--- config.mk ---
export PLATFORM = sky130hd
export DESIGN_NAME = sdram_port_arbiter_flat
export DESIGN_NICKNAME = d
export VERILOG_FILES = /design/src/rtl/sdram_port_arbiter_if.sv /design/src/rtl/sdram_port_arbiter.sv /design/src/flat_wrapper.sv
export SDC_FILE = /design/constraint.sdc
export NUM_CORES = 1
export LEC_CHECK = 0
export CORE_MARGIN = 2
export CORE_UTILIZATION = 47
export CTS_CLUSTER_SIZE = 10
export DETAILED_ROUTE_END_ITERATION = 12
export GPL_TIMING_DRIVEN = 0
export PLACE_DENSITY = 0.85
export SLEW_MARGIN = 20
export SYNTH_ARGS = -nofsm -noshare
export SYNTH_HDL_FRONTEND = slang
export SYNTH_SLANG_ARGS = --single-unit
--- constraint.sdc ---
create_clock -name sys_clk -period 4.8 [get_ports sys_clk]
set_input_delay 0.96 -clock sys_clk [delete_from_list [all_inputs] [get_ports sys_clk]]
set_output_delay 0.96 -clock sys_clk [all_outputs]
set_load 0.1 [all_outputs]
--- src/rtl/sdram_port_arbiter_if.sv ---
// Request/command bundle between the VGA and USB requesters, the arbiter and the
// SDRAM controller command port.
interface sdram_port_arbiter_if #(
  parameter int unsigned ADDR_W = 24,
  parameter int unsigned LEN_W  = 9
);
  logic              vga_req;
  logic [ADDR_W-1:0] vga_addr;
  logic [LEN_W-1:0]  vga_len;
  logic              vga_gnt;
  logic              vga_done;

  logic              usb_req;
  logic              usb_we;
  logic [ADDR_W-1:0] usb_addr;
  logic [LEN_W-1:0]  usb_len;
  logic              usb_gnt;
  logic              usb_done;

  logic              mem_req;
  logic              mem_refresh;
  logic              mem_we;
  logic [ADDR_W-1:0] mem_addr;
  logic [LEN_W-1:0]  mem_len;
  logic              mem_ack;
  logic              mem_done;

  logic [1:0]        owner;
  logic              refresh_overrun;

  // Requesters and controller side.
  modport master (
    output vga_req, vga_addr, vga_len, usb_req, usb_we, usb_addr, usb_len,
           mem_ack, mem_done,
    input  vga_gnt, vga_done, usb_gnt, usb_done, mem_req, mem_refresh, mem_we,
           mem_addr, mem_len, owner, refresh_overrun
  );

  // Arbiter side.
  modport slave (
    input  vga_req, vga_addr, vga_len, usb_req, usb_we, usb_addr, usb_len,
           mem_ack, mem_done,
    output vga_gnt, vga_done, usb_gnt, usb_done, mem_req, mem_refresh, mem_we,
           mem_addr, mem_len, owner, refresh_overrun
  );
endinterface

--- src/rtl/sdram_port_arbiter.sv ---
// Grants the single SDRAM command port to VGA, USB or auto-refresh, one burst at a
// time, and returns a done pulse to the requester that owned the burst.
module sdram_port_arbiter #(
  parameter int unsigned REFRESH_PERIOD = 390,
  parameter int unsigned ADDR_W         = 24,
  parameter int unsigned LEN_W          = 9,
  parameter int unsigned VGA_MAX_RUN    = 4
) (
  input logic                 sys_clk,
  input logic                 sys_rst,
  sdram_port_arbiter_if.slave bus
);
  localparam int unsigned CNT_W = (REFRESH_PERIOD > 1) ? $clog2(REFRESH_PERIOD) : 1;
  localparam int unsigned RUN_W = $clog2(VGA_MAX_RUN + 1);

  typedef enum logic [1:0] {IDLE, ISSUE, WAIT_DONE} state_t;
  typedef enum logic [1:0] {OWN_NONE = 2'd0, OWN_VGA = 2'd1, OWN_USB = 2'd2, OWN_REF = 2'd3} owner_t;

  state_t            state_q;
  owner_t            owner_q, grant;
  logic [CNT_W-1:0]  ref_cnt_q, ref_cnt_d;
  logic [1:0]        pending_q, pending_d;
  logic              overrun_q, overrun_d;
  logic [RUN_W-1:0]  run_q, run_d;
  logic              mem_req_q, refresh_q, we_q, zlen_q;
  logic [ADDR_W-1:0] addr_q;
  logic [LEN_W-1:0]  len_q;
  logic              vga_gnt_q, usb_gnt_q, vga_done_q, usb_done_q;
  logic              wrap, zlen, finish;

  always_comb begin
    wrap = (ref_cnt_q == CNT_W'(REFRESH_PERIOD - 1));
    grant = OWN_NONE;
    if (state_q == IDLE) begin
      if (pending_q >= 2'd2)                                      grant = OWN_REF;
      else if (bus.usb_req && run_q == RUN_W'(VGA_MAX_RUN))       grant = OWN_USB;
      else if (bus.vga_req)                                       grant = OWN_VGA;
      else if (pending_q == 2'd1)                                 grant = OWN_REF;
      else if (bus.usb_req)                                       grant = OWN_USB;
    end
    zlen = (grant == OWN_VGA && bus.vga_len == '0) ||
           (grant == OWN_USB && bus.usb_len == '0);
    finish = (state_q == ISSUE && bus.mem_ack && bus.mem_done) ||
             (state_q == WAIT_DONE && (bus.mem_done || zlen_q));

    ref_cnt_d = wrap ? '0 : ref_cnt_q + 1'b1;
    // A wrap on the same cycle as a refresh grant cancels out.
    pending_d = pending_q;
    if (wrap && grant != OWN_REF && pending_q != 2'd3) pending_d = pending_q + 2'd1;
    else if (!wrap && grant == OWN_REF)                pending_d = pending_q - 2'd1;
    overrun_d = overrun_q | (wrap && pending_q == 2'd3);

    run_d = run_q;
    if (grant == OWN_USB) run_d = '0;
    else if (grant == OWN_VGA) begin
      if (!bus.usb_req)                          run_d = '0;
      else if (run_q != RUN_W'(VGA_MAX_RUN))     run_d = run_q + 1'b1;
    end
  end

  always_ff @(posedge sys_clk or posedge sys_rst) begin
    if (sys_rst) begin
      state_q    <= IDLE;
      owner_q    <= OWN_NONE;
      ref_cnt_q  <= '0;
      pending_q  <= '0;
      overrun_q  <= 1'b0;
      run_q      <= '0;
      mem_req_q  <= 1'b0;
      refresh_q  <= 1'b0;
      we_q       <= 1'b0;
      zlen_q     <= 1'b0;
      addr_q     <= '0;
      len_q      <= '0;
      vga_gnt_q  <= 1'b0;
      usb_gnt_q  <= 1'b0;
      vga_done_q <= 1'b0;
      usb_done_q <= 1'b0;
    end else begin
      ref_cnt_q  <= ref_cnt_d;
      pending_q  <= pending_d;
      overrun_q  <= overrun_d;
      run_q      <= run_d;
      vga_gnt_q  <= 1'b0;
      usb_gnt_q  <= 1'b0;
      vga_done_q <= 1'b0;
      usb_done_q <= 1'b0;
      case (state_q)
        IDLE: if (grant != OWN_NONE) begin
          owner_q <= grant;
          case (grant)
            OWN_VGA: begin
              vga_gnt_q <= 1'b1;
              refresh_q <= 1'b0;
              we_q      <= 1'b0;
              addr_q    <= bus.vga_addr;
              len_q     <= bus.vga_len;
            end
            OWN_USB: begin
              usb_gnt_q <= 1'b1;
              refresh_q <= 1'b0;
              we_q      <= bus.usb_we;
              addr_q    <= bus.usb_addr;
              len_q     <= bus.usb_len;
            end
            default: begin
              refresh_q <= 1'b1;
              we_q      <= 1'b0;
              addr_q    <= '0;
              len_q     <= '0;
            end
          endcase
          // Zero-length bursts bypass the controller and complete on the next cycle.
          zlen_q    <= zlen;
          mem_req_q <= !zlen;
          state_q   <= zlen ? WAIT_DONE : ISSUE;
        end
        ISSUE: if (bus.mem_ack) begin
          mem_req_q <= 1'b0;
          state_q   <= WAIT_DONE;
        end
        WAIT_DONE: ;
        default: state_q <= IDLE;
      endcase
      if (finish) begin
        vga_done_q <= (owner_q == OWN_VGA);
        usb_done_q <= (owner_q == OWN_USB);
        owner_q    <= OWN_NONE;
        refresh_q  <= 1'b0;
        mem_req_q  <= 1'b0;
        zlen_q     <= 1'b0;
        state_q    <= IDLE;
      end
    end
  end

  assign bus.vga_gnt         = vga_gnt_q;
  assign bus.vga_done        = vga_done_q;
  assign bus.usb_gnt         = usb_gnt_q;
  assign bus.usb_done        = usb_done_q;
  assign bus.mem_req         = mem_req_q;
  assign bus.mem_refresh     = refresh_q;
  assign bus.mem_we          = we_q;
  assign bus.mem_addr        = addr_q;
  assign bus.mem_len         = len_q;
  assign bus.owner           = owner_q;
  assign bus.refresh_overrun = overrun_q;
endmodule
--- src/flat_wrapper.sv ---
// flat-port wrapper written by rule: the top's interface ports become plain ports
module sdram_port_arbiter_flat 
#(
  parameter int unsigned REFRESH_PERIOD = 390,
  parameter int unsigned ADDR_W         = 24,
  parameter int unsigned LEN_W          = 9,
  parameter int unsigned VGA_MAX_RUN    = 4
)
  (sys_clk, sys_rst, bus_vga_req, bus_vga_addr, bus_vga_len, bus_usb_req, bus_usb_we, bus_usb_addr, bus_usb_len, bus_mem_ack, bus_mem_done, bus_vga_gnt, bus_vga_done, bus_usb_gnt, bus_usb_done, bus_mem_req, bus_mem_refresh, bus_mem_we, bus_mem_addr, bus_mem_len, bus_owner, bus_refresh_overrun);
  sdram_port_arbiter_if #(.ADDR_W(ADDR_W), .LEN_W(LEN_W)) bus_i ();
  input logic sys_clk;
  input logic sys_rst;
  input wire logic [$bits(bus_i.vga_req)-1:0] bus_vga_req;
  input wire logic [$bits(bus_i.vga_addr)-1:0] bus_vga_addr;
  input wire logic [$bits(bus_i.vga_len)-1:0] bus_vga_len;
  input wire logic [$bits(bus_i.usb_req)-1:0] bus_usb_req;
  input wire logic [$bits(bus_i.usb_we)-1:0] bus_usb_we;
  input wire logic [$bits(bus_i.usb_addr)-1:0] bus_usb_addr;
  input wire logic [$bits(bus_i.usb_len)-1:0] bus_usb_len;
  input wire logic [$bits(bus_i.mem_ack)-1:0] bus_mem_ack;
  input wire logic [$bits(bus_i.mem_done)-1:0] bus_mem_done;
  output wire logic [$bits(bus_i.vga_gnt)-1:0] bus_vga_gnt;
  output wire logic [$bits(bus_i.vga_done)-1:0] bus_vga_done;
  output wire logic [$bits(bus_i.usb_gnt)-1:0] bus_usb_gnt;
  output wire logic [$bits(bus_i.usb_done)-1:0] bus_usb_done;
  output wire logic [$bits(bus_i.mem_req)-1:0] bus_mem_req;
  output wire logic [$bits(bus_i.mem_refresh)-1:0] bus_mem_refresh;
  output wire logic [$bits(bus_i.mem_we)-1:0] bus_mem_we;
  output wire logic [$bits(bus_i.mem_addr)-1:0] bus_mem_addr;
  output wire logic [$bits(bus_i.mem_len)-1:0] bus_mem_len;
  output wire logic [$bits(bus_i.owner)-1:0] bus_owner;
  output wire logic [$bits(bus_i.refresh_overrun)-1:0] bus_refresh_overrun;
  assign bus_i.vga_req = bus_vga_req;
  assign bus_i.vga_addr = bus_vga_addr;
  assign bus_i.vga_len = bus_vga_len;
  assign bus_i.usb_req = bus_usb_req;
  assign bus_i.usb_we = bus_usb_we;
  assign bus_i.usb_addr = bus_usb_addr;
  assign bus_i.usb_len = bus_usb_len;
  assign bus_i.mem_ack = bus_mem_ack;
  assign bus_i.mem_done = bus_mem_done;
  assign bus_vga_gnt = bus_i.vga_gnt;
  assign bus_vga_done = bus_i.vga_done;
  assign bus_usb_gnt = bus_i.usb_gnt;
  assign bus_usb_done = bus_i.usb_done;
  assign bus_mem_req = bus_i.mem_req;
  assign bus_mem_refresh = bus_i.mem_refresh;
  assign bus_mem_we = bus_i.mem_we;
  assign bus_mem_addr = bus_i.mem_addr;
  assign bus_mem_len = bus_i.mem_len;
  assign bus_owner = bus_i.owner;
  assign bus_refresh_overrun = bus_i.refresh_overrun;
  sdram_port_arbiter #(.REFRESH_PERIOD(REFRESH_PERIOD), .ADDR_W(ADDR_W), .LEN_W(LEN_W), .VGA_MAX_RUN(VGA_MAX_RUN)) u_core (.sys_clk(sys_clk), .sys_rst(sys_rst), .bus(bus_i));
endmodule
* Yosys cells after proc, flatten, opt, wreduce, memory -nomap -nowiden
Cells that the tools add are included.
** Word-level totals
- Register bits after elaboration :: 60
- Input bits :: 73
- Word-level logic and storage cells :: 113
** Cells by class
- Add/subtract/negate cells :: 4
- Order comparisons :: 1
- Eq/ne operators :: 18
- Multiplexer cells :: 43
- Bitwise gates (word level) :: 1
- Reductions and logical operators :: 30
** Operators with widths (number)
- case mux 24 bit (2 select lines) :: 1
- 2-to-1 mux 2 bit :: 15
- 2-to-1 mux 1 bit :: 19
- zero test 9 bit :: 2
- case mux 9 bit (2 select lines) :: 1
- 2-to-1 mux 3 bit :: 4
- == test 2 bit, second input constant :: 5
- logical AND 1 bit :: 10
- nonzero test 2 bit :: 5
- adder 9 x 1 -> 9 bit, second input constant :: 1
- == test 9 bit, second input constant :: 1
- 2-to-1 mux 9 bit :: 1
- == test 2 x 1 -> 1 bit, second input constant :: 4
- != test 3 x 2 -> 1 bit, second input constant :: 2
- case mux 2 bit (3 select lines) :: 1
- AND reduction 2 bit :: 3
- AND reduction 3 bit :: 2
- != test 2 bit, second input constant :: 2
- adder 3 x 1 -> 3 bit, second input constant :: 1
- == test 3 bit, second input constant :: 1
- logical OR 1 bit :: 3
- != test 3 x 1 -> 1 bit, second input constant :: 1
- != test 3 bit, second input constant :: 1
- nonzero test 3 bit :: 1
- 9 further kinds :: 10

* Logic depth before layout (Yosys ltp)
Gate-level depths: netlist (run 1).
- Word-level depth :: 13
- Gate-level depth with buffers :: 12
- Depth with buffers taken out :: 11

* Least setup slack after synthesis (run 1)
Ideal clock, no wire load.
- Path kind :: input to register
- Start point :: input bus_usb_req
- End point :: register u_core.zlen_q
- Setup time :: 0.120 ns
- Arrival :: 2.754 ns
- Required time :: 4.680 ns
- Setup slack :: 1.926 ns
- Stages on the path :: 9
- Buffers on the path :: 2
- Path through :: nand3_1 o21a_1 nor3_1 or3_1 ha_1 or3_1 clkbuf_1 clkbuf_1 a31o_2
** On the way
- Longest elaborated chain between the ends :: 12
** RTL lines
- start, declared :: RTL line flat_wrapper.sv:16 : input wire logic [$bits(bus_i.usb_req)-1:0] bus_usb_req;
- 2-to-1 mux 2 bit :: RTL line sdram_port_arbiter.sv:39 : else if (bus.usb_req) grant = OWN_USB;
- 2-to-1 mux 2 bit :: RTL line sdram_port_arbiter.sv:38 : else if (pending_q == 2'd1) grant = OWN_REF;
- 2-to-1 mux 2 bit :: RTL line sdram_port_arbiter.sv:37 : else if (bus.vga_req) grant = OWN_VGA;
- 2-to-1 mux 2 bit (*) :: RTL line sdram_port_arbiter.sv:36 : else if (bus.usb_req && run_q == RUN_W'(VGA_MAX_RUN)) grant = OWN_USB;
- 2-to-1 mux 2 bit (*) :: RTL line sdram_port_arbiter.sv:35 : if (pending_q >= 2'd2) grant = OWN_REF;
- 2-to-1 mux 2 bit (*) :: RTL line sdram_port_arbiter.sv:34 : if (state_q == IDLE) begin
- == test 2 x 1 -> 1 bit or == test 2 bit (tied branches) :: RTL line sdram_port_arbiter.sv:41, sdram_port_arbiter.sv:42
- logical AND 1 bit (on tied branches) :: RTL line sdram_port_arbiter.sv:41, sdram_port_arbiter.sv:42
- logical OR 1 bit :: RTL line sdram_port_arbiter.sv:41 : zlen = (grant == OWN_VGA && bus.vga_len == '0) ||
- 2-to-1 mux 1 bit :: RTL line sdram_port_arbiter.sv:89 : IDLE: if (grant != OWN_NONE) begin
- 2-to-1 mux 1 bit :: RTL line sdram_port_arbiter.sv:88 : case (state_q)
- 2-to-1 mux 1 bit :: RTL line sdram_port_arbiter.sv:125 : if (finish) begin
- end signal, assigned :: RTL line sdram_port_arbiter.sv:114 : zlen_q <= zlen;
- end, declared :: RTL line sdram_port_arbiter.sv:25 : logic mem_req_q, refresh_q, we_q, zlen_q;
Every way passes the cells marked *; elsewhere a longest branch is shown, timed or not. The select of a mux whose other input is x is not followed.
A chain may end at the register's enable or synchronous reset.

* Worst setup path in the final report (run 1)
- Start point :: input bus_usb_req
- End point :: register u_core.addr_q[3], in the netlist u_core.bus.mem_addr[3]
** On the way
- Longest elaborated chain between the ends :: 8
** RTL lines
- 2-to-1 mux 2 bit :: RTL line sdram_port_arbiter.sv:39
- 2-to-1 mux 2 bit :: RTL line sdram_port_arbiter.sv:38
- 2-to-1 mux 2 bit :: RTL line sdram_port_arbiter.sv:37
- 2-to-1 mux 2 bit (*) :: RTL line sdram_port_arbiter.sv:36
- 2-to-1 mux 2 bit (*) :: RTL line sdram_port_arbiter.sv:35
- 2-to-1 mux 2 bit (*) :: RTL line sdram_port_arbiter.sv:34
- == test 2 bit (tied with other cells) :: RTL line sdram_port_arbiter.sv:91 : case (grant)
- case mux 24 bit (2 select lines) or AND reduction 2 bit (tied branches)
- end signal, assigned :: RTL line sdram_port_arbiter.sv:96 : addr_q <= bus.vga_addr;
- end signal, assigned :: RTL line sdram_port_arbiter.sv:103 : addr_q <= bus.usb_addr;
- end, declared :: RTL line sdram_port_arbiter.sv:26 : logic [ADDR_W-1:0] addr_q;
Every way passes the cells marked *; elsewhere a longest branch is shown, timed or not.

==> results of run 1 <==
-- worst max-delay path, cell delays in order --
cell	delay (ns)
clkdlybuf4s50_1	0.54
nand3_1	0.17
o21a_1	0.14
nor3_1	0.26
or3_1	0.19
ha_1	0.19
or3_1	0.11
clkbuf_1	0.35
clkbuf_1	0.44
nor2_1	0.11
a22o_1	0.19
-- flip-flops by register name, summed over array words and instances (netlist names), 2 cells and up --
name / flops
u_core.ref_cnt_q: 9
u_core.pending_q: 2
u_core.bus.mem_len: 9
u_core.state_q: 2
u_core.bus.owner: 2
u_core.bus.mem_addr: 24
u_core.run_q: 3
-- area by class of cell --
class                           instances  area (um^2)  share of cell area
Inverter                                7         28.8             0.00643
Timing Repair Buffer                  115         1150               0.257
Clock buffer                            9          124              0.0277
Buffer                                 22         82.6              0.0185
Tap cell                               77         96.3              0.0215
Clock inverter                          7         91.3              0.0204
Sequential cell                        60         1500               0.336
Multi-Input combinational cell        203         1400               0.312
-- metrics by stage --
step                 util  total power, mW
global route        0.713             3.24
CTS                 0.713             3.06
floorplan               -             2.08
detailed placement  0.678             2.56
global placement    0.678             2.51
finish              0.713             3.05
-- logic make-up (layout without fill, tap and decap cells) --
group | count (synthesis) | count (layout) | synth area share
simple gates | 92 | 92 | 0.158
compound gates | 89 | 89 | 0.225
flops | 60 | 60 | 0.499
buf+inv | 29 | 160 | 0.0362
fa+ha+maj | 11 | 11 | 0.0458
xor+xnor | 6 | 6 | 0.0175
mux | 5 | 5 | 0.0179
-- how the worst max path moves through the flow --
stage,endpoint,slack [ns]
6_report,u_core.bus.mem_addr[3]$_DFFE_PP0P_,1.36
5_1_grt,u_core.bus.mem_addr[3]$_DFFE_PP0P_,1.06
4_1_cts,u_core.bus.mem_len[5]$_DFFE_PP0P_,1.38
3_5_place_dp,u_core.bus.mem_len[5]$_DFFE_PP0P_,1.04
3_3_place_gp,u_core.bus.mem_len[5]$_DFFE_PP0P_,1.10
2_1_floorplan,u_core.zlen_q$_DFFE_PP0P_,1.93
-- Yosys cell counts --
| cell | instances | area [um^2] |
|---|---|---|
| a31o_2 | 1 | 8.76 |
| nor4_1 | 3 | 18.8 |
| nand2b_1 | 2 | 12.5 |
| ha_1 | 11 | 138 |
| nor4b_1 | 1 | 8.76 |
| nand2_1 | 8 | 30.0 |
| o21bai_1 | 1 | 7.51 |
| or4_4 | 1 | 11.3 |
| mux2_2 | 2 | 22.5 |
| a211oi_1 | 1 | 7.51 |
| a22o_1 | 34 | 298 |
| o21a_1 | 3 | 22.5 |
| nand3b_1 | 2 | 15.0 |
| nor2b_1 | 2 | 12.5 |
| nor3_4 | 1 | 16.3 |
| dfrtp_1 | 60 | 1500 |
| nand4_2 | 1 | 12.5 |
| mux2_1 | 1 | 11.3 |
| nor2_1 | 44 | 165 |
| a22oi_1 | 33 | 248 |
| inv_1 | 7 | 26.3 |
| o211ai_1 | 1 | 7.51 |
| xor2_1 | 1 | 8.76 |
| clkbuf_1 | 22 | 82.6 |
| a21oi_1 | 4 | 20.0 |
| nor2_8 | 1 | 20.0 |
| nor3_1 | 5 | 25.0 |
| nor3b_1 | 4 | 30.0 |
| a21o_1 | 1 | 7.51 |
| or3_1 | 4 | 25.0 |
| mux2i_1 | 2 | 20.0 |
| xnor2_1 | 5 | 43.8 |
| nand4b_1 | 2 | 17.5 |
| nand3_1 | 10 | 50.1 |
| and3_1 | 1 | 6.26 |
| o21ai_0 | 7 | 35.0 |
| o21ai_1 | 3 | 15.0 |
-- power groups by stage --
stage          logic (mW)  clock network, mW  registers [mW]
6_report             1.86              0.500           0.690
5_1_grt              2.01              0.526           0.705
4_1_cts              1.86              0.504           0.690
3_5_place_dp         1.86                  0           0.695
3_3_place_gp         1.82                  0           0.694
2_1_floorplan       0.822                  0            1.25
-- routing by layer --
metal	part of all wire	global-route usage	vias up
li1	-	-	1324
met1	0.42	0.307	1346
met2	0.48	0.369	111
met3	0.088	0.0851	14
met4	0.018	0.0880	0
met5	0	0	-
==> impl_metrics.ini, run 1 <==
[status]
outcome = finished clean

[cts]
clk_pin_slew_worst_paths_ns = 0.07
cts_buffers = 9
post_cts_buffers = 0
clock_sink_count = 60
cts_buffer_depth = 2
clk_latency_ns = 0.34
h-tree-depth = 3
cts-root-buf = clkbuf_8
postCtsHoldBufs = 0
cts_tree = built
post_cts_resized = 0

[sta]
worstMarginPinSlew_ns = 1.08
setup_viol = 0
fmax_mhz = 291
max_slew_margin = 0.278
hold_viol = 0
fin_crit_ns = 3.44
setup_ws_ns = 1.36
min_period_over_period = 0.716
whs_ns = 0.461
timing_max_transition_violations_final = 0
fin_skew_ns = 0.00919
setup_tns_ns = 0
rsz0062_at_grt = no

[power]
power_density_nw_per_um2 = 682
intPower_mw = 1.46
p_leak_nw = 1.91
seqPwrFrac = 0.226
power.switching_mw = 1.59
combPwrFrac = 0.610
power_frac_clock = 0.164
irDropWorstVdd_v = 0.000545
swShare = 0.522

[worst_hold_path]
hp-start = u_core.bus.refresh_overrun$_DFF_PP0_
min_to = u_core.bus.refresh_overrun$_DFF_PP0_
hold_path.class = flip-flop to flip-flop
whs_path_depth = 1

[layout]
layout_commonest_cell = clkdlybuf4s50_1
n_antenna_cell = 0
mostFrequentLayoutCells = clkdlybuf4s50_1 (115), dfrtp_1 (60), nor2_1 (44), a22o_1 (34), a22oi_1 (33)
final_area_um2 = 4470
fin_cells = 500
drive_gt1_frac = 0.0567
area_growth_pct = 48.7
nFillCells = 482
nets = 502

[placed_design]
dpl-instance-area_um2 = 4260
gp_congestion = 0.783
port_buffers = 115
place.detailed.hpwl_um = 5990
dpl_worst_slack_ns = 1.04
dp.cells = 484

[route]
drcViolationCount = 0
wl_um = 8070
antenna_left = 0
routedWlPerCell_um = 16.1
vias = 2795
drtIter0Drc = 140
drt-pass1-iter-count = 6
vias_per_cell = 5.59

[critical_path]
r2r_end = u_core.bus.mem_addr[3]$_DFFE_PP0P_
cp.required_ns = 5.03
critPathMaxFanout = 10
critPathLaunch = bus_usb_req
critPathArrivalTime_ns = 3.67
r2r_cells = 12
end_kind = flip-flop
start_kind = input pin
crit_type = input pin to flip-flop
rrSetupSlack_ns = 1.86
r2r_start = u_core.run_q[0]$_DFFE_PP0P_

[floorplanning]
die-area_um2 = 7060
die_h_um = 84
die_w_um = 84
start_util = 0.479
io_pins = 116
rows = 29
core-area_um2 = 6280

[synthesis]
yosys.cell_types.count = 37
syn_inst = 292
syn_area_um2 = 3010
syn_area_per_cell_um2 = 10.3
ys_seq_elements = 60
mappedNetlistNets = 376
ys_seq_area_frac = 0.499
yosys_warnings = 0

[grt]
grt_use_total = 0.238
grt_pass1_vias = 2784
overflow = 0
antenna_found_initial = 0
grt_pass1_wl_um = 13200
grt_max_degree = 61

[flow_run]
maxCapViolations = 0
(Power assumes the default switching activity.)
==> inputs of run 2 (changes only) <==
CORE_UTILIZATION = 44   (was 47)
PLACE_DENSITY = 0.8   (was 0.85)
clock period = 3.2 ns   (was 4.8 ns; I/O delays follow)
==> run 2 against run 1 <==
Critical path depth fell by 1. Sequential cell count stayed put. Global-route usage is 1.2 points lower. Wire length up 1.0%. Sequential power is 51% higher. Via count down 0.11%. Critical path type unchanged. Largest power group unchanged.
==> impl_metrics.ini, run 2 (same netlist as run 1, synthesis figures left out) <==
[status]
outcome = finished clean

[critical_path]
critPathMaxFanout = 10
path_cells = clkdlybuf4s50_1 > nand3_1 > o21ai_0 > nor3_1 > or3_1 > ha_1 > or3_1 > clkbuf_1 > clkbuf_2 > a22o_1
critPathArrivalTime_ns = 3.27
r2r_end = u_core.bus.mem_addr[6]$_DFFE_PP0P_
rrSetupSlack_ns = 0.35
start_kind = input pin
r2r_cells = 11
crit_slowest_cell = clkdlybuf4s50_1
crit_type = input pin to flip-flop
end_kind = flip-flop
r2r_start = u_core.run_q[0]$_DFFE_PP0P_
cpPeakStageDelay_ns = 0.53
cp.required_ns = 3.42
crit_top_cell = or3_1

[sta]
fmax_mhz = 328
timing_max_transition_violations_final = 0
max_slew_margin = 0.315
setup_tns_ns = 0
rsz0062_at_grt = no
hold_viol = 0
fin_skew_ns = 0.00489
fin_crit_ns = 3.05
setup_viol = 0
worstMarginPinSlew_ns = 1.02
whs_ns = 0.455
min_period_over_period = 0.952

[power]
p_leak_nw = 1.94
irDropWorstVdd_v = 0.000738
power_density_nw_per_um2 = 1010

[layout]
layout_commonest_cell = clkdlybuf4s50_1
n_antenna_cell = 0
mostFrequentLayoutCells = clkdlybuf4s50_1 (115), dfrtp_1 (60), nor2_1 (44), a22o_1 (34), a22oi_1 (33)
largest_register_ffs = 24
nets = 503
drive_gt1_frac = 0.0804
area_growth_pct = 49.0

[placed_design]
port_buffers = 115
gp_congestion = 0.822
place.detailed.hpwl_um = 6170

[grt]
overflow = 0
grt_max_degree = 33
grt_use_total = 0.226
antenna_found_initial = 0
grt_pass1_wl_um = 13100
grt_pass1_vias = 2858

[worst_hold_path]
hp-start = u_core.bus.refresh_overrun$_DFF_PP0_
hold_path.class = flip-flop to flip-flop
min_to = u_core.bus.refresh_overrun$_DFF_PP0_
whs_path_depth = 1

[route]
vias = 2792
drt-pass1-iter-count = 4
wl_um = 8150
drtIter0Drc = 89
vias_per_cell = 5.55
drcViolationCount = 0
antenna_left = 0
routedWlPerCell_um = 16.2

[cts]
cts_buffer_depth = 2
cts-root-buf = clkbuf_8
clock_sink_count = 60
h-tree-depth = 3
clk_pin_slew_worst_paths_ns = 0.06
cts_tree = built
postCtsHoldBufs = 0
clk_latency_ns = 0.33
cts_buffers = 9

[floorplanning]
start_util = 0.448
rows = 30
die_h_um = 86.7
io_pins = 116
die-area_um2 = 7510
die_w_um = 86.7
core-area_um2 = 6720

[flow_run]
maxCapViolations = 0
[run 2: cell types whose count changed in the layout (fill, tap and decap cells not counted), sizes merged]
| cell | delta |
|---|---|
| buf | +1 |
| bufinv | -2 |
| clkbuf | +5 |
| clkinv | -3 |
| clkinvlp | -1 |
[run 2: area by class of cell]
| cell class | instances | area [um^2] |
|---|---|---|
| plain buffers | 22 | 96.3 |
| well taps | 80 | 100 |
| clock inverters | 1 | 5.00 |
| clock buffers | 14 | 183 |
| multi-input cells | 203 | 1400 |
| repair buffers | 116 | 1170 |
| fillers | 524 | 2240 |
| flip-flops and latches | 60 | 1500 |
| inverters | 7 | 28.8 |
[run 2: metal layers]
metal	global-route usage	vias to the layer above	wire length [um]
li1	-	1326	-
met1	0.267	1356	3410
met2	0.376	96	3940
met3	0.0743	14	668
met4	0.0952	0	139
met5	0	-	0
[run 2: report_power, final]
| part | switching, mW | leakage, nW | internal, mW | total, mW |
|---|---|---|---|---|
| Combinational | 1.98 | 1.05 | 0.848 | 2.82 |
| Clock | 0.283 | 0.0986 | 0.361 | 0.644 |
| Sequential | 0.109 | 0.792 | 0.929 | 1.04 |
| Total | 2.37 | 1.94 | 2.14 | 4.51 |
[run 2: what timing repair did]
action / CTS / global route
resized for setup: 0 / 22
setup endpoints to repair: 0 / 38
buffers inserted: 0 / 0
[run 2: through the flow]
step / instance area (um^2) / total power [mW] / utilization / instances / setup WS [ns]
global route: 4480 / 4.78 / 0.667 / 503 / 0.00689
finish: 4480 / 4.51 / 0.667 / 503 / 0.153
floorplan: 3010 / 3.11 / - / 292 / 0.646
CTS: 4470 / 4.50 / 0.665 / 503 / 0.0213
global placement: 4260 / 3.79 / 0.634 / 487 / -0.210
detailed placement: 4280 / 3.85 / 0.637 / 488 / -0.310
[run 2: critical path, delay by kind of cell]
| family | cells | cell delay (ns) |
|---|---|---|
| compound gates | 2 | 0.39 |
| fa+ha+maj | 1 | 0.22 |
| buf+inv | 3 | 1.03 |
| simple gates | 4 | 0.97 |
[run 2: how the worst max path moves through the flow]
stage           startpoint                            endpoint  slack (ns)
2_1_floorplan  bus_usb_req           u_core.zlen_q$_DFFE_PP0P_        0.65
5_1_grt        bus_usb_req         u_core.run_q[0]$_DFFE_PP0P_       0.007
4_1_cts        bus_usb_req         u_core.run_q[1]$_DFFE_PP0P_        0.02
6_report       bus_usb_req  u_core.bus.mem_addr[6]$_DFFE_PP0P_        0.15
3_5_place_dp   bus_usb_req         u_core.run_q[1]$_DFFE_PP0P_       -0.31
3_3_place_gp   bus_usb_req         u_core.run_q[1]$_DFFE_PP0P_       -0.21
==> inputs of run 3 (changes only) <==
ABC_CLOCK_PERIOD_IN_PS = 3200   (was default)
CORE_MARGIN = default   (was 2)
SLEW_MARGIN = 10   (was 20)
==> run 3 against run 2 <==
Setup slack improved by 0.013 ns. First-iteration DRC count grew 46%. Worst hold slack gained 0.0093 ns. Total power increased by 0.56%. Maximum frequency is 0.41% higher. Sequential power hardly changed. Critical path depth fell by 1. Global-route usage is 2.1 points higher. Sequential share of layout area increased by 0.22 points. Cell count down 0.99%. Die area shrank 4.6%. Non-clock buffer count fell by 2. Largest cell class unchanged.
==> impl_metrics.ini, run 3 (same netlist as run 1, synthesis figures left out) <==
[cts]
clock_sink_count = 60
clk_pin_slew_worst_paths_ns = 0.06
post_cts_buffers = 0
cts_tree = built
cts-root-buf = clkbuf_8
cts_buffer_depth = 2
h-tree-depth = 3
cts_buffers = 9
clk_latency_ns = 0.34

[placed_design]
port_buffers = 115
dpl_worst_slack_ns = -0.346
dpl-instance-area_um2 = 4260
dp.cells = 484
gp_congestion = 0.843
place.detailed.hpwl_um = 6260

[critical_path]
crit_type = input pin to flip-flop
end_kind = flip-flop
critPathMaxFanout = 10
r2r_start = u_core.run_q[0]$_DFFE_PP0P_
r2r_cells = 10
r2r_end = u_core.bus.mem_addr[0]$_DFFE_PP0P_
start_kind = input pin
cp.required_ns = 3.42
rrSetupSlack_ns = 0.35
critPathArrivalTime_ns = 3.26

[route]
antenna_left = 0
drtIter0Drc = 130
wl_um = 8300
routedWlPerCell_um = 16.7
drcViolationCount = 0
vias = 2779
vias_per_cell = 5.58
drt-pass1-iter-count = 4

[power]
p_total_mw = 4.53
irDropWorstVdd_v = 0.000570
p_leak_nw = 1.93
power_frac_clock = 0.143
power.switching_mw = 2.40
seqPwrFrac = 0.230
swShare = 0.530
combPwrFrac = 0.628
intPower_mw = 2.13
power_density_nw_per_um2 = 1020

[sta]
fmax_mhz = 330
setup_viol = 0
setup_ws_ns = 0.166
worstMarginPinSlew_ns = 1.03
fin_crit_ns = 3.03
timing_max_transition_violations_final = 0
hold_viol = 0
whs_ns = 0.465
fin_skew_ns = 0.00807
max_slew_margin = 0.310
rsz0062_at_grt = no
min_period_over_period = 0.948

[grt]
antenna_found_initial = 0
grt_use_total = 0.247
overflow = 0
grt_pass1_wl_um = 13700
grt_max_degree = 61
grt_pass1_vias = 2762

[floorplanning]
die-area_um2 = 7170
die_h_um = 84.7
start_util = 0.466
io_pins = 116
core-area_um2 = 6460
die_w_um = 84.7
rows = 29

[layout]
nets = 501
mostFrequentLayoutCells = clkdlybuf4s50_1 (115), dfrtp_1 (60), nor2_1 (44), a22o_1 (34), a22oi_1 (33)
drive_gt1_frac = 0.0760
fin_cells = 498
final_area_um2 = 4450
largest_register_ffs = 24
n_antenna_cell = 0
layout_commonest_cell = clkdlybuf4s50_1
area_growth_pct = 48.1
nFillCells = 533

[worst_hold_path]
hold_path.class = flip-flop to flip-flop
whs_path_depth = 1
min_to = u_core.bus.refresh_overrun$_DFF_PP0_
hp-start = u_core.bus.refresh_overrun$_DFF_PP0_

[status]
outcome = finished clean

[flow_run]
maxCapViolations = 0
-- run 3: cell count changes in the layout (fill, tap and decap cells not counted) --
cell	before	now
clkbuf_2	11	10
buf_12	1	0
-- run 3: worst max-delay path: stages --
cell	delay [ns]
clkdlybuf4s50_1	0.54
nand3_1	0.15
o21ai_0	0.11
nor3_1	0.10
or3_1	0.35
ha_1	0.24
or3_1	0.53
clkbuf_1	0.30
a22o_1	0.30
-- run 3: per-layer routing --
| metal | GRT usage | part of all wire | routed length, um |
|---|---|---|---|
| met3 | 0.0777 | 0.068 | 568 |
| met1 | 0.312 | 0.41 | 3420 |
| met2 | 0.420 | 0.51 | 4230 |
| met5 | 0 | 0 | 0 |
| met4 | 0.0508 | 0.0092 | 76 |
-- run 3: how the worst max path moves through the flow --
stage / start / endpoint / cells after the start
after floorplan: bus_usb_req / u_core.zlen_q$_DFFE_PP0P_ / 9
after global placement: bus_usb_req / u_core.bus.mem_addr[2]$_DFFE_PP0P_ / 11
after detailed placement: bus_usb_req / u_core.bus.mem_addr[2]$_DFFE_PP0P_ / 11
after CTS: bus_usb_req / u_core.bus.mem_addr[14]$_DFFE_PP0P_ / 11
after global routing: bus_usb_req / u_core.bus.mem_addr[0]$_DFFE_PP0P_ / 9
final: bus_usb_req / u_core.bus.mem_addr[0]$_DFFE_PP0P_ / 9
-- run 3: cell type report --
class	instances	area, um^2	area share
Tap cell	77	96.3	0.0216
Clock inverter	1	5.00	0.00112
Clock buffer	14	183	0.0410
Sequential cell	60	1500	0.337
Buffer	21	91.3	0.0205
Multi-Input combinational cell	203	1400	0.314
Inverter	7	28.8	0.00646
Timing Repair Buffer	115	1150	0.258
-- run 3: stage by stage --
step | setup TNS [ns] | util
after detailed placement | -9.10 | 0.659
after floorplan | 0 | -
after global routing | 0 | 0.690
final | 0 | 0.690
after CTS | 0 | 0.688
after global placement | -7.38 | 0.659
-- run 3: power groups by stage --
| stage | combinational, mW | sequential (mW) | clock [mW] |
|---|---|---|---|
| 5_1_grt | 3.07 | 1.06 | 0.681 |
| 3_3_place_gp | 2.77 | 1.04 | 0 |
| 3_5_place_dp | 2.84 | 1.05 | 0 |
| 6_report | 2.84 | 1.04 | 0.646 |
| 4_1_cts | 2.84 | 1.04 | 0.653 |
| 2_1_floorplan | 1.23 | 1.88 | 0 |
-- run 3: what timing repair did --
action | CTS | global route
gates resized for setup | 1 | 18
setup endpoints to repair | 4 | 38
hold buffers | 0 | 0
hold endpoints to repair | 0 | 0
